**src/rtl/fifo_wr_arbiter_ctrl.sv**
```systemverilog
`default_nettype none
// ============================================================================
// Module   : fifo_wr_arbiter_ctrl
// Purpose  : FIFO controller. Arbitrates two write requesters round-robin onto
//            the memory write port, owns the write/read pointers, and produces
//            FULL/EMPTY/COUNT/ALMOST_FULL plus a read-valid strobe aligned with
//            the registered memory read data.
// Revision : 1.0 - initial release
// ============================================================================
module fifo_wr_arbiter_ctrl #(
  parameter int DATA_WIDTH = 8,
  parameter int ADDR_WIDTH = 2,
  parameter int AF_LEVEL   = 3
) (
  input  logic                  clk_i,
  input  logic                  rst_i,
  // requester 0
  input  logic                  req0_valid_i,
  input  logic [DATA_WIDTH-1:0] req0_data_i,
  output logic                  req0_ready_o,
  // requester 1
  input  logic                  req1_valid_i,
  input  logic [DATA_WIDTH-1:0] req1_data_i,
  output logic                  req1_ready_o,
  // consumer
  input  logic                  rd_inc_i,
  output logic                  rd_valid_o,
  // memory write port
  output logic                  w_inc_o,
  output logic [ADDR_WIDTH-1:0] w_addr_o,
  output logic [DATA_WIDTH-1:0] wr_data_o,
  // memory read port
  output logic [ADDR_WIDTH-1:0] r_addr_o,
  // status
  output logic                  full_o,
  output logic                  empty_o,
  output logic                  almost_full_o,
  output logic [ADDR_WIDTH:0]   count_o
);

  // Pointers carry one extra wrap bit so that full and empty are distinguishable
  // when the low address bits coincide.
  localparam int PTR_W = ADDR_WIDTH + 1;
  localparam logic [PTR_W-1:0] AF_THRESH = PTR_W'(AF_LEVEL);

  logic [PTR_W-1:0] wptr_q, wptr_d;
  logic [PTR_W-1:0] rptr_q, rptr_d;
  logic             last_grant_q, last_grant_d;   // 0 = req0, 1 = req1
  logic             rd_valid_q, rd_valid_d;

  logic             full_w;
  logic             empty_w;
  logic [PTR_W-1:0] count_w;
  logic             grant0_w;
  logic             grant1_w;
  logic             accept_w;
  logic             pop_w;

  // Status flags straight from the registered pointers, no bypass path.
  always_comb begin
    full_w  = (wptr_q[ADDR_WIDTH] != rptr_q[ADDR_WIDTH]) &&
              (wptr_q[ADDR_WIDTH-1:0] == rptr_q[ADDR_WIDTH-1:0]);
    empty_w = (wptr_q == rptr_q);
    count_w = wptr_q - rptr_q;
  end

  // Round-robin grant: a lone requester always wins; on contention the one
  // that did not win last time is chosen. READY deliberately ignores rd_inc_i
  // so that a full FIFO never accepts a write on the strength of a same-cycle pop.
  always_comb begin
    grant0_w = req0_valid_i && (!req1_valid_i || last_grant_q);
    grant1_w = req1_valid_i && (!req0_valid_i || !last_grant_q);
    accept_w = (grant0_w || grant1_w) && !full_w;
    pop_w    = rd_inc_i && !empty_w;
  end

  // Next-state for pointers, grant history and read-valid strobe.
  always_comb begin
    wptr_d       = wptr_q;
    rptr_d       = rptr_q;
    last_grant_d = last_grant_q;
    rd_valid_d   = pop_w;
    if (accept_w) begin
      wptr_d       = wptr_q + PTR_W'(1);
      last_grant_d = grant1_w;
    end
    if (pop_w) begin
      rptr_d = rptr_q + PTR_W'(1);
    end
  end

  // State registers; reset discards all stored words and favours req0 first.
  always_ff @(posedge clk_i or posedge rst_i) begin
    if (rst_i) begin
      wptr_q       <= '0;
      rptr_q       <= '0;
      last_grant_q <= 1'b1;
      rd_valid_q   <= 1'b0;
    end else begin
      wptr_q       <= wptr_d;
      rptr_q       <= rptr_d;
      last_grant_q <= last_grant_d;
      rd_valid_q   <= rd_valid_d;
    end
  end

  // Output drive.
  always_comb begin
    req0_ready_o  = grant0_w && !full_w;
    req1_ready_o  = grant1_w && !full_w;
    w_inc_o       = accept_w;
    w_addr_o      = wptr_q[ADDR_WIDTH-1:0];
    wr_data_o     = grant1_w ? req1_data_i : req0_data_i;
    r_addr_o      = rptr_q[ADDR_WIDTH-1:0];
    rd_valid_o    = rd_valid_q;
    full_o        = full_w;
    empty_o       = empty_w;
    almost_full_o = (count_w >= AF_THRESH);
    count_o       = count_w;
  end

endmodule
`default_nettype wire

```
**config.mk**
```make
export PLATFORM = sky130hd
export DESIGN_NAME = fifo_wr_arbiter_ctrl
export DESIGN_NICKNAME = d
export VERILOG_FILES = /design/src/rtl/fifo_wr_arbiter_ctrl.sv
export SDC_FILE = /design/constraint.sdc
export NUM_CORES = 1
export LEC_CHECK = 0
export ABC_CLOCK_PERIOD_IN_PS = 3500
export CELL_PAD_IN_SITES_DETAIL_PLACEMENT = 2
export CELL_PAD_IN_SITES_GLOBAL_PLACEMENT = 2
export CORE_MARGIN = 4
export CORE_UTILIZATION = 20
export DETAILED_ROUTE_END_ITERATION = 12
export PLACE_DENSITY = 0.84
export SKIP_LAST_GASP = 1
export SLEW_MARGIN = 20
export SYNTH_ARGS = -nofsm -noshare
export SYNTH_HDL_FRONTEND = slang
export SYNTH_SLANG_ARGS = --single-unit
```
**constraint.sdc**
```tcl
create_clock -name clk_i -period 3.5 [get_ports clk_i]
set_clock_uncertainty 0.05 [all_clocks]
set_input_delay 1.05 -clock clk_i [delete_from_list [all_inputs] [get_ports clk_i]]
set_output_delay 1.05 -clock clk_i [all_outputs]
set_load 0.05 [all_outputs]
```
Yosys cells after proc, flatten, opt, wreduce, memory -nomap -nowiden

Cells that the tools add are included.

Register bits: 8
Bits of input ports: 21

Add/sub/neg operators: 3
Multiplexer cells: 1
Equality and inequality tests: 3
Order comparisons: 1
Reduce and logical (&&, ||, !) cells: 15

Operators with widths:

| operator                                                           | number |
|---|---|
| two-way mux 8 bit                                                  | 1 |
| logical AND 1 bit                                                  | 7 |
| adder 3 x 1 -> 3 bit (second input constant)                       | 2 |
| zero test 1 bit                                                    | 5 |
| == test 3 bit                                                      | 1 |
| greater-or-equal comparator 3 x 2 -> 1 bit (second input constant) | 1 |
| logical OR 1 bit                                                   | 3 |
| subtractor 3 bit                                                   | 1 |
| == test 2 bit                                                      | 1 |
| inequality test 1 bit                                              | 1 |

Logic depth before layout (Yosys ltp)

Depth after elaboration: 5
Mapped depth: 6
Depth with buffers taken out: 6

Worst setup path after synthesis

OpenSTA, ideal clock, no wires.

Kind: reg-to-output
Start: register wptr_q[0]
End: output port almost_full_o
Setup slack: 0.085 ns
Stages on the path, launching flop included: 7
Required time: 2.400 ns
Data arrival time: 2.315 ns
Path buffers: 0
Path through: dfrtp_1 -> inv_1 -> ha_1 -> inv_1 -> fa_1 -> xnor2_1 -> a21o_1

Cells in the longest elaborated chain, start to end: 2

Ends and longest elaborated chain:

| what                                       | line | text |
|---|---|---|
| start, declared                            | 46   | `logic [PTR_W-1:0] wptr_q, wptr_d;` |
| start signal, assigned                     | 100  | `wptr_q <= wptr_d;` |
| subtractor 3 bit                           | 64   | `count_w = wptr_q - rptr_q;` |
| named net count_o[2]                       | 38   | `output logic [ADDR_WIDTH:0] count_o` |
| greater-or-equal comparator 3 x 2 -> 1 bit | 118  | `almost_full_o = (count_w >= AF_THRESH);` |
| end, declared                              | 37   | `output logic almost_full_o,` |

The timed path passes the listed nets, and every way through them passes these cells.

Final worst setup path

Start: register wptr_q[0]
End: output port count_o[1]

Cells in the longest elaborated chain, start to end: 1

Ends and longest elaborated chain:

| what             | line |
|---|---|
| subtractor 3 bit | 64 |
| end, declared    | 38 |

Every way passes these cells.

==> flow_metrics.tcl <==
set metrics [dict create \
    status "complete, no violations" \
    die_area_um2 4058 \
    yosys-top-cells-count "mux2_2 (8), dfrtp_1 (7), inv_1 (7)" \
    critPathRequiredTime_ns 2.40 \
    fin_area_um2 1151 \
    synth_area_leaders "dfrtp_1 (28%), mux2_2 (15%), ha_1 (8.1%)" \
    cts_sinks 8 \
    grt-ovfl-total 0 \
    synthCells 59 \
    dominantRegCellSynth "dfrtp_1" \
    drc_errors 0 \
    row_count 19 \
    grt_pass1_vias 734 \
    cts_tree "yes" \
    postCtsHoldBufs 0 \
    place_area_um2 1057 \
    async_reset_ff_share_pct 100.0 \
    finalMaxSlewViolations 0 \
    antenna_left 0 \
    initial_core_util_pct 21.75 \
    h-tree-depth 1 \
    synth_most_common_cell "mux2_2" \
    yosysWarnings 0 \
    synth_edf_count 0 \
    final-seq-area_um2 201.4 \
    root_buffer "clkbuf_4" \
    fin_crit_sh_pct 95.48 \
    grt_usage_pct 10.37 \
    hold_violations 0 \
    dr.pass1.iters 2 \
    rsz0062_at_grt "false" \
    die-height_um 63.71 \
    die_width_um 63.71 \
    synth_nets 85 \
    clk_pin_slew_ns 0.06 \
    grt_pass1_wl_um 3249 \
    n_antenna_cell 0 \
    critPathMaxFanout 3 \
    arrival_ns 2.24 \
    multiInputGateArea_um2 370.4 \
    seq_area_frac_synth_pct 32.46 \
    place_congestion 0.7329 \
    yosysTopAreaCellShare_pct 28.23 \
    insertion_delay_ns 0.27 \
    synth_top_area_cell "dfrtp_1" \
    wl_per_cell_um 15.26 \
    synth_cell_types 26 \
    maxSlewHeadroom_pct 65.20 \
    cts_made_buffers 3 \
    startpoint_type "flip-flop" \
    drive_above_1_share_pct 32.38 \
    core_um2 2853 \
    wl_um 2075 \
    critPathKind "reg2out" \
    fin_crit_ns 3.342 \
    vias 621 \
    ios 43 \
    grt_antenna_before_repair 0 \
    hpwl_um 1750 \
    reg2reg_slack_ns 1.73 \
    nNetsFinal 132 \
    via_per_inst 4.566 \
    ys_ff_latch 8 \
    clock.fmax_ghz 0.2992 \
    mappedNetlistArea_um2 620.6 \
    crit_path_end_kind "primary output" \
    setup_violations 0 \
    syn_avg_cell_area_um2 10.52 \
    max_slew.worst_pin.slew_ns 0.5212 \
    nFillCells 316 \
    holdCritPathClass "reg2reg" \
    timing.hold.ws_ns 0.4582 \
    area_delta_synth_final_pct 85.48 \
    grt_max_degree 11 \
    first_iter_violations 6 \
    port_buffers 42 \
    max_cap_violations 0 \
    cts_max_path_buffers 2 \
]
[worst paths after layout]
check / endpoint / cells after the start / from
setup / recovery: count_o[1] / 5 / wptr_q[0]$_DFFE_PP0P_
hold / removal: last_grant_q$_DFFE_PP1P_ / 1 / last_grant_q$_DFFE_PP1P_
setup reg to reg: wptr_q[1]$_DFFE_PP0P_ / 5 / wptr_q[0]$_DFFE_PP0P_
hold reg to reg: last_grant_q$_DFFE_PP1P_ / 1 / last_grant_q$_DFFE_PP1P_
max in group asynchronous: last_grant_q$_DFFE_PP1P_ / 2 / rst_i
min in group asynchronous: wptr_q[0]$_DFFE_PP0P_ / 2 / rst_i
[layout make-up]
type                    count  share of cell area, %
well taps                  31                  3.370
flip-flops and latches      8                  17.50
inverters                   7                  2.283
clock buffers               4                  2.283
repair buffers             46                  42.39
multi-input cells          40                  32.17
[cell families after synthesis]
| kind of cell | synth area share [%] |
|---|---|
| AND/OR/NAND/NOR | 6.049 |
| AO/OA/AOI/OAI | 12.70 |
| XOR/XNOR | 9.678 |
| adder cells (fa/ha/maj) | 11.29 |
| multiplexers | 18.75 |
| buffers and inverters | 9.074 |
| flip-flops | 32.46 |
[layer usage]
layer / routed length [µm] / GRT usage [%]
met1: 610 / 8.172
met2: 1215 / 21.77
met3: 220 / 2.842
met4: 29 / 5.930
met5: 0 / 0
[worst max-delay path, cell delays in order, from the launching register on]
cell             delay, ns
dfrtp_1               0.39
inv_1                 0.09
ha_1                  0.14
inv_1                 0.04
fa_1                  0.49
clkdlybuf4s50_1       0.80
[layout by cell type, fill, tap and decap left out, types with 2 or more instances in the layout]
cell type / instances
buf_4: 6
dfrtp_1: 7
clkdlybuf4s50_1: 26
buf_6: 8
a21oi_1: 3
ha_1: 4
dlymetal6s2s_1: 3
mux2_2: 8
clkbuf_4: 3
buf_12: 2
inv_1: 7
nor2_1: 4
xnor2_1: 4
[sequential cells by signal, indices dropped and copies added (netlist names)]
| register | count |
|---|---|
| rptr_q | 3 |
| wptr_q | 3 |
| last_grant_q | 1 |
| rd_valid_o | 1 |
[metrics by stage]
stage                      TNS (ns)  setup slack, ns  utilization, %  cells
after floorplan                   0          0.08533               -     59
after global placement            0          0.01766           37.06    130
after detailed placement   -0.09288         -0.02556           37.06    130
after CTS                 -0.004595        -0.004595           38.11    134
after global routing              0          0.06620           40.35    136
final                             0           0.1580           40.35    136
[repair_timing]
action                                  CTS  global route
endpoints found under the setup margin    8             9
gates resized for setup                   1            14
buffers inserted                          0             1
cloned                                    0             1
Power is not shown: default switching activity piles up to over one toggle a cycle in this logic, so the estimate is an artifact.
==> patch (same flow settings) <==
The parameter `DATA_WIDTH` goes from 8 to 7.
--- a/src/rtl/fifo_wr_arbiter_ctrl.sv
+++ b/src/rtl/fifo_wr_arbiter_ctrl.sv
@@ -8,7 +8,7 @@
 // Revision : 1.0 - initial release
 // ============================================================================
 module fifo_wr_arbiter_ctrl #(
-  parameter int DATA_WIDTH = 8,
+  parameter int DATA_WIDTH = 7,
   parameter int ADDR_WIDTH = 2,
   parameter int AF_LEVEL   = 3
 ) (
Ports: changed (resized req0_data_i, req1_data_i and wr_data_o); port bits go from 43 to 40. No check against the original RTL was run, so the function may have changed too.
==> patch against the unedited design <==
Routed wire length down 7.3%; synthesized area shrank 1.6%; first-iteration DRC count increased by 33%; non-clock buffer count shrank 3; largest cell class unchanged; sequential cell count unchanged; synthesized cell count shrank 1.7%; setup slack worse by 0.094 ns; final area is 4.8% lower.
Power is left out: the tool's default activity adds up to more than one toggle a clock period on the data nets, which glitch-free logic cannot reach.
==> patch: results (changes against the unedited design) <==
grt_first_pass_wirelength_mm: 3.174  # -2.3%
grt_max_degree: 9  # -2
worst_pin_slew_ns: 0.5268  # +0.005629 ns
hold_start: "last_grant_q"
cts-root-buf: "clkbuf_4"
holdPathStages: 1  # unchanged
layout-drive-gt1-share: 0.3168  # -0.006978
final_nets: 126  # -4.5%
drt_iter0_drc: 8  # +2
cts_made_buffers: 3  # unchanged
reg2reg_depth: 5  # unchanged
outcome: "finished, final reports clean"
vias: 603  # -2.9%
use_met3: 0.04618  # +0.01776
wl_met1_um: 659  # +8.0%
hpwl_mm: 1.660  # -5.2%
num-fill-cells: 310  # -1.9%
port_buffers: 39  # -7.1%
reg_top3: "rptr_q (3), wptr_q (3)"
clk_latency_ns: 0.26
gp_congestion: 0.7171  # -2.2%
hold_ws_ns: 0.4655  # +0.007236 ns
r2r_end: "wptr_q[1]"
wl_met2_mm: 1.006  # -17%
synth_commonest_cells: "7 x dfrtp_1, 7 x inv_1, 7 x mux2_2, 5 x nor2_1"
wire_per_inst_um: 14.57  # -4.5%
grt_pass1_vias: 704  # -4.1%
async_reset_ff_frac: 1.000  # unchanged
yosysSeqAreaShare: 0.3299  # +0.005321
grt.total_usage: 0.1038  # +0.0001815
worstPathArrival_ns: 2.34  # +0.10 ns
synth_area_leaders: "dfrtp_1 29%, mux2_2 13%, ha_1 8.2%"
use_met2: 0.1937  # -0.02406
met1_usage: 0.09219  # +0.01047
path_max_fanout: 5  # +2
synth.net_count: 82  # -3.5%
dr_wl_met3_um: 216  # -1.8%
[patch: layout make-up]
class	count	share of cell area
repair buffers	43	0.4041
multi-input cells	39	0.3288
flip-flops and latches	8	0.1838
well taps	31	0.03539
clock buffers	4	0.02397
inverters	7	0.02397
[patch: through the flow]
step / util / std cells / instance area, um2 / setup WS [ns]
global route: 0.3874 / 132 / 1096 / 0.02228
detailed placement: 0.3631 / 127 / 1027 / -0.04172
CTS: 0.3866 / 132 / 1094 / 0.02957
finish: 0.3874 / 132 / 1096 / 0.06449
global placement: 0.3631 / 127 / 1027 / 0.03042
floorplan: - / 58 / 610.6 / 0.08533
[patch: worst max path at each step]
stage	from	endpoint	slack (ns)	cells past startpoint
final	req0_valid_i	wr_data_o[4]	0.06	5
after global routing	req0_valid_i	wr_data_o[6]	0.02	5
after CTS	req0_valid_i	wr_data_o[0]	0.03	5
after detailed placement	req1_valid_i	wr_data_o[0]	-0.04	5
after global placement	req1_valid_i	wr_data_o[0]	0.03	5
after floorplan	wptr_q[0]	almost_full_o	0.09	6
[patch: timing repair]
item                                    CTS  global route
resized for setup                         9             1
endpoints found under the setup margin    7             4
pin swaps                                 0             1
gates cloned                              1             0
[patch: kinds of logic after synthesis]
family / count (synthesis) / share of synthesized area
AOI/OAI and AO/OA: 8 / 0.1107
xor gates and xnor gates: 6 / 0.09836
adders and majority gates: 5 / 0.1148
buffers and inverters: 11 / 0.09222
DFF: 8 / 0.3299
muxes: 9 / 0.1721
and+or+nand+nor: 11 / 0.08199
[patch: critical path, cell delays in order]
cell,delay (ns)
clkdlybuf4s50_1,0.46
a21boi_4,0.18
buf_6,0.14
mux2_2,0.34
buf_6,0.16
